`src/rtl/pixel_stream_scheduler.sv`:
```
// Frame/row/pixel-pair scheduler: VSYNC, then per row HSYNC followed by a DATA burst.
// Build option FRAME_REPEAT_EN: a finished frame restarts at VSYNC instead of going to IDLE.
module pixel_stream_scheduler #(
   parameter int IMAGE_WIDTH  = 768,
   parameter int IMAGE_HEIGHT = 512,
   parameter int START_DELAY  = 100,
   parameter int HSYNC_DELAY  = 160
) (
   input  logic        clk,
   input  logic        reset,
   input  logic        start,
   input  logic        abort,
   input  logic        out_ready,
   output logic        vertical_Pulse,
   output logic        horizontal_Pulse,
   output logic        data_valid,
   output logic [9:0]  row,
   output logic [10:0] column,
   output logic [18:0] pixel_addr,
   output logic        sig_done,
   output logic        busy
);
   // state | meaning
   // IDLE  | waiting for start, all outputs low
   // VSYNC | frame lead-in, START_DELAY cycles
   // HSYNC | row lead-in, HSYNC_DELAY cycles
   // DATA  | one pixel pair per cycle with out_ready high
   // DONE  | single-cycle frame-complete pulse
   typedef enum logic [2:0] {S_IDLE, S_VSYNC, S_HSYNC, S_DATA, S_DONE} state_t;

   localparam int CNT_MAX = (START_DELAY > HSYNC_DELAY) ? START_DELAY : HSYNC_DELAY;
   localparam int CNT_W   = $clog2(CNT_MAX + 1);
   localparam logic [CNT_W-1:0] VS_LAST  = CNT_W'(START_DELAY - 1);
   localparam logic [CNT_W-1:0] HS_LAST  = CNT_W'(HSYNC_DELAY - 1);
   localparam logic [10:0]      COL_LAST = 11'(IMAGE_WIDTH - 2);
   localparam logic [9:0]       ROW_LAST = 10'(IMAGE_HEIGHT - 1);

   state_t            state, state_nxt;
   logic [CNT_W-1:0]  cnt, cnt_nxt;
   logic [9:0]        row_nxt;
   logic [10:0]       col_nxt;
   logic [18:0]       addr_nxt;

   always_ff @(posedge clk or negedge reset) begin
      if (!reset) begin
         state      <= S_IDLE;
         cnt        <= '0;
         row        <= '0;
         column     <= '0;
         pixel_addr <= '0;
      end else begin
         state      <= state_nxt;
         cnt        <= cnt_nxt;
         row        <= row_nxt;
         column     <= col_nxt;
         pixel_addr <= addr_nxt;
      end
   end

   // pixel_addr is tracked incrementally; stepping by 2 across a row end lands on (row+1)*IMAGE_WIDTH
   always_comb begin
      state_nxt = state;
      cnt_nxt   = cnt;
      row_nxt   = row;
      col_nxt   = column;
      addr_nxt  = pixel_addr;
      if (abort && state != S_IDLE) begin
         state_nxt = S_IDLE;
         cnt_nxt   = '0;
         row_nxt   = '0;
         col_nxt   = '0;
         addr_nxt  = '0;
      end else begin
         case (state)
            S_IDLE: begin
               if (start && !abort) begin
                  state_nxt = S_VSYNC;
                  cnt_nxt   = '0;
                  row_nxt   = '0;
                  col_nxt   = '0;
                  addr_nxt  = '0;
               end
            end
            S_VSYNC: begin
               if (cnt == VS_LAST) begin
                  state_nxt = S_HSYNC;
                  cnt_nxt   = '0;
               end else begin
                  cnt_nxt = cnt + 1'b1;
               end
            end
            S_HSYNC: begin
               if (cnt == HS_LAST) begin
                  state_nxt = S_DATA;
                  cnt_nxt   = '0;
               end else begin
                  cnt_nxt = cnt + 1'b1;
               end
            end
            S_DATA: begin
               if (out_ready) begin
                  if (column == COL_LAST) begin
                     if (row < ROW_LAST) begin
                        state_nxt = S_HSYNC;
                        row_nxt   = row + 10'd1;
                        col_nxt   = '0;
                        addr_nxt  = pixel_addr + 19'd2;
                     end else begin
                        state_nxt = S_DONE;
                        row_nxt   = '0;
                        col_nxt   = '0;
                        addr_nxt  = '0;
                     end
                  end else begin
                     col_nxt  = column + 11'd2;
                     addr_nxt = pixel_addr + 19'd2;
                  end
               end
            end
            S_DONE: begin
`ifdef FRAME_REPEAT_EN
               state_nxt = S_VSYNC;
`else
               state_nxt = S_IDLE;
`endif
               cnt_nxt   = '0;
               row_nxt   = '0;
               col_nxt   = '0;
               addr_nxt  = '0;
            end
            default: state_nxt = S_IDLE;
         endcase
      end
   end

   assign vertical_Pulse   = (state == S_VSYNC);
   assign horizontal_Pulse = (state == S_HSYNC);
   assign data_valid       = (state == S_DATA);
   assign sig_done         = (state == S_DONE);
   assign busy             = (state != S_IDLE);

endmodule

```
`config.mk`:
```
export PLATFORM = sky130hd
export DESIGN_NAME = pixel_stream_scheduler
export DESIGN_NICKNAME = d
export VERILOG_FILES = /design/src/rtl/pixel_stream_scheduler.sv
export SDC_FILE = /design/constraint.sdc
export NUM_CORES = 1
export LEC_CHECK = 0
export ABC_AREA = 1
export CAP_MARGIN = 20
export CORE_UTILIZATION = 46
export CTS_CLUSTER_DIAMETER = 120
export DETAILED_ROUTE_END_ITERATION = 7
export HOLD_SLACK_MARGIN = 0.05
export PLACE_DENSITY = 0.71
export SYNTH_ARGS = -nofsm -noshare
export SYNTH_HDL_FRONTEND = slang
export SYNTH_SLANG_ARGS = --single-unit
export TNS_END_PERCENT = 30
```
`constraint.sdc`:
```
create_clock -name clk -period 2.35 [get_ports clk]
set_clock_uncertainty 0.15 [all_clocks]
set_input_delay 0.3525 -clock clk [delete_from_list [all_inputs] [get_ports clk]]
set_output_delay 0.3525 -clock clk [all_outputs]
set_load 0.1 [all_outputs]
```
==> impl_metrics.py <==
metrics = {
    "die": {
        "start_util": 0.4748,
        "die_h_um": 82.73,
        "core_area_mm2": 0.006314,
        "io_pins": 50,
        "die-area_mm2": 0.006844,
        "num_rows": 29,
        "die_x_um": 82.73,
    },
    "cells_and_area": {
        "syn_to_final_growth_pct": 20.83,
        "stdcell_count": 561,
        "seqCellArea_mm2": 0.001226,
        "fillers": 619,
        "final_layout_size_suffix_gt1_frac": 0.1550,
        "multi_input_comb_area_mm2": 0.001506,
        "final_nets": 492,
        "fin_util": 0.5737,
        "diodes": 0,
    },
    "route": {
        "drt_iter0_drc": 140,
        "postRouteAntennaNets": 0,
        "routed_wl_mm": 6.618,
        "drc": 0,
        "first_pass_iters": 4,
        "dr_total_vias": 2822,
        "viasPerCell": 5.030,
        "wl_per_cell_um": 11.80,
    },
    "placed_design": {
        "dp_hpwl_mm": 4.980,
        "place_inst": 552,
        "place.gp.congestion": 0.8442,
        "io_buffers": 47,
    },
    "setup_path": {
        "endpoint_kind": "flip-flop",
        "cpLargestDelayFamily": "simple AND/OR/NAND/NOR gates",
        "critPathKind": "in -> reg",
        "worstPathMaxFanout": 12,
        "cp.required_ns": 2.43,
        "cp_slowest_cell": "clkdlybuf4s50_1",
        "cpPeakStageDelay_ns": 0.50,
        "worstPathArrival_ns": 2.06,
        "startpoint_type": "input pin",
        "crit_buf_inv": 3,
        "crit_path_cell_trace": "clkdlybuf4s50_1, inv_2, nand2_1, inv_1, nor2_1, nor2_2, nand2_2, nor2_1, nand2_1, a21oi_1",
    },
    "synth": {
        "yosysSeqAreaShare": 0.4090,
        "synth_top_area_share": 0.4090,
        "synth_seq_cells": 49,
        "ys_top_cells_by_count": "nand2_1, nor2_1, inv_1, dfrtp_1, nand3_1",
        "ys_warn_count": 0,
        "ys_top_cells_by_area": "dfrtp_1, nand2_1, nor2_1",
        "synth_cells": 432,
        "yosys.cell_types.count": 26,
        "ys_async_sr_fraction": 1.000,
        "synthFlopType": "dfrtp_1",
        "yosysTopAreaCell": "dfrtp_1",
        "yosys.cell_count.top_type": "nand2_1",
        "synth_edf_count": 0,
        "syn_avg_cell_area_um2": 6.940,
        "synth_area_mm2": 0.002998,
    },
    "timing": {
        "rsz0062_at_grt": "false",
        "setup_viol": 0,
        "slew_headroom": 0.6264,
        "tightest_slew_ns": 0.5604,
        "period_minus_slack_ns": 1.982,
        "finalCritPeriodShare": 0.8433,
        "slew_violations": 0,
        "fmax_ghz": 0.5046,
        "finalHoldViolCount": 0,
    },
    "cts": {
        "h-tree-depth": 2,
        "cts_root_buf": "clkbuf_8",
        "cts_max_path_buffers": 2,
        "numCtsBuffers": 5,
        "clkLatencyLatePin_ns": 0.30,
        "cts.sinks": 49,
        "clkTransAtPathRegs_ns": 0.09,
        "cts_tree": "built",
        "postCtsSetupBuffers": 0,
    },
    "flow_run": {
        "maxCapViolCount": 0,
    },
    "grt": {
        "grt_max_degree": 28,
        "grt_pass1_wl_mm": 11.21,
        "gr-total-overflow": 0,
        "grt_pass1_vias": 2511,
        "antenna_found_initial": 0,
        "grtUsageTotal": 0.2114,
    },
    "pwr": {
        "powerDensity_mw_per_mm2": 863.2,
        "ir_worst_vdd_mv": 0.5169,
        "p_leak_uw": 0.001831,
        "totalPowerFinal_uw": 3127,
    },
    "status": {
        "outcome": "finished, final reports clean",
    },
    "worst_hold_path": {
        "hold_path_class": "reg -> reg",
    },
}
==> placed cells by master (no fill, tap or decap), drive strengths merged, types with 4 or more instances in the layout <==
cell type	instances
nor3	11
buf	47
o21ai	18
xor2	5
clkbuf	7
dfrtp	49
nand3	42
ha	4
nand4	7
nand2	129
nor2	81
a21oi	16
inv	57
==> power by group <==
part | total [µW] | leakage [µW] | internal (µW) | switching [µW]
clock | 547 | 0.0000542 | 267 | 280
combinational | 1600 | 0.00110 | 436 | 1160
sequential | 981 | 0.000677 | 908 | 72.6
==> worst paths after layout <==
check,slack (ns),endpoint,startpoint,cells after the start
max in group asynchronous,1.09,row[3],reset,3
worst max-delay path,0.37,row[8],abort,10
worst min-delay path,0.38,column[10],column[10],2
min in group asynchronous,0.41,column[1],reset,2
worst min register to register,0.38,column[10],column[10],2
worst max register to register,0.38,row[8],state[1],8
==> what timing repair did <==
item                                   4_1_cts  5_1_grt
hold buffers                                 1        0
endpoints found under the hold margin       22        0
gates resized for setup                      0        0
==> per-stage QoR <==
stage               area, µm²  setup TNS [ns]  hold slack [ns]  setup slack [ns]
CTS                      3622               0           0.3834            0.3475
detailed placement       3511               0           0.2250           0.03514
global route             3622               0           0.4210            0.1516
floorplan                3015         -0.7938         -0.09309          -0.07945
finish                   3622               0           0.3826            0.3682
global placement         3511               0           0.2373           0.07875
==> state kept, by name, summed over array words and instances, names as in the netlist <==
| signal | count |
|---|---|
| cnt | 8 |
| column | 10 |
| pixel_addr | 18 |
| row | 10 |
| state | 3 |
==> per-layer routing <==
metal / part of all wire / GRT usage / vias to the layer above
met5: 0 / 0 / -
li1: - / - / 1456
met1: 0.49 / 0.2872 / 1299
met3: 0.048 / 0.03846 / 4
met2: 0.46 / 0.3492 / 63
met4: 0.0068 / 0.04483 / 0
==> logic make-up after synthesis <==
family          share of synthesized area
other cells                      0.001251
xor+xnor                          0.01753
buf+inv                           0.09432
flops                              0.4090
fa+ha+maj                         0.01670
compound gates                    0.05968
simple gates                       0.4015
==> final cells by class <==
type | instances | area share
repair buffers | 51 | 0.1320
well taps | 77 | 0.02660
clock buffers | 7 | 0.02660
flip-flops and latches | 49 | 0.3385
clock inverters | 1 | 0.001382
inverters | 57 | 0.05907
multi-input cells | 319 | 0.4159
==> worst min-delay path: stages, from the launching register on <==
cell     delay [ns]
dfrtp_1        0.39
nand2_1        0.06
nand2_1        0.06
No activity file was read; power rests on OpenSTA's default activity.
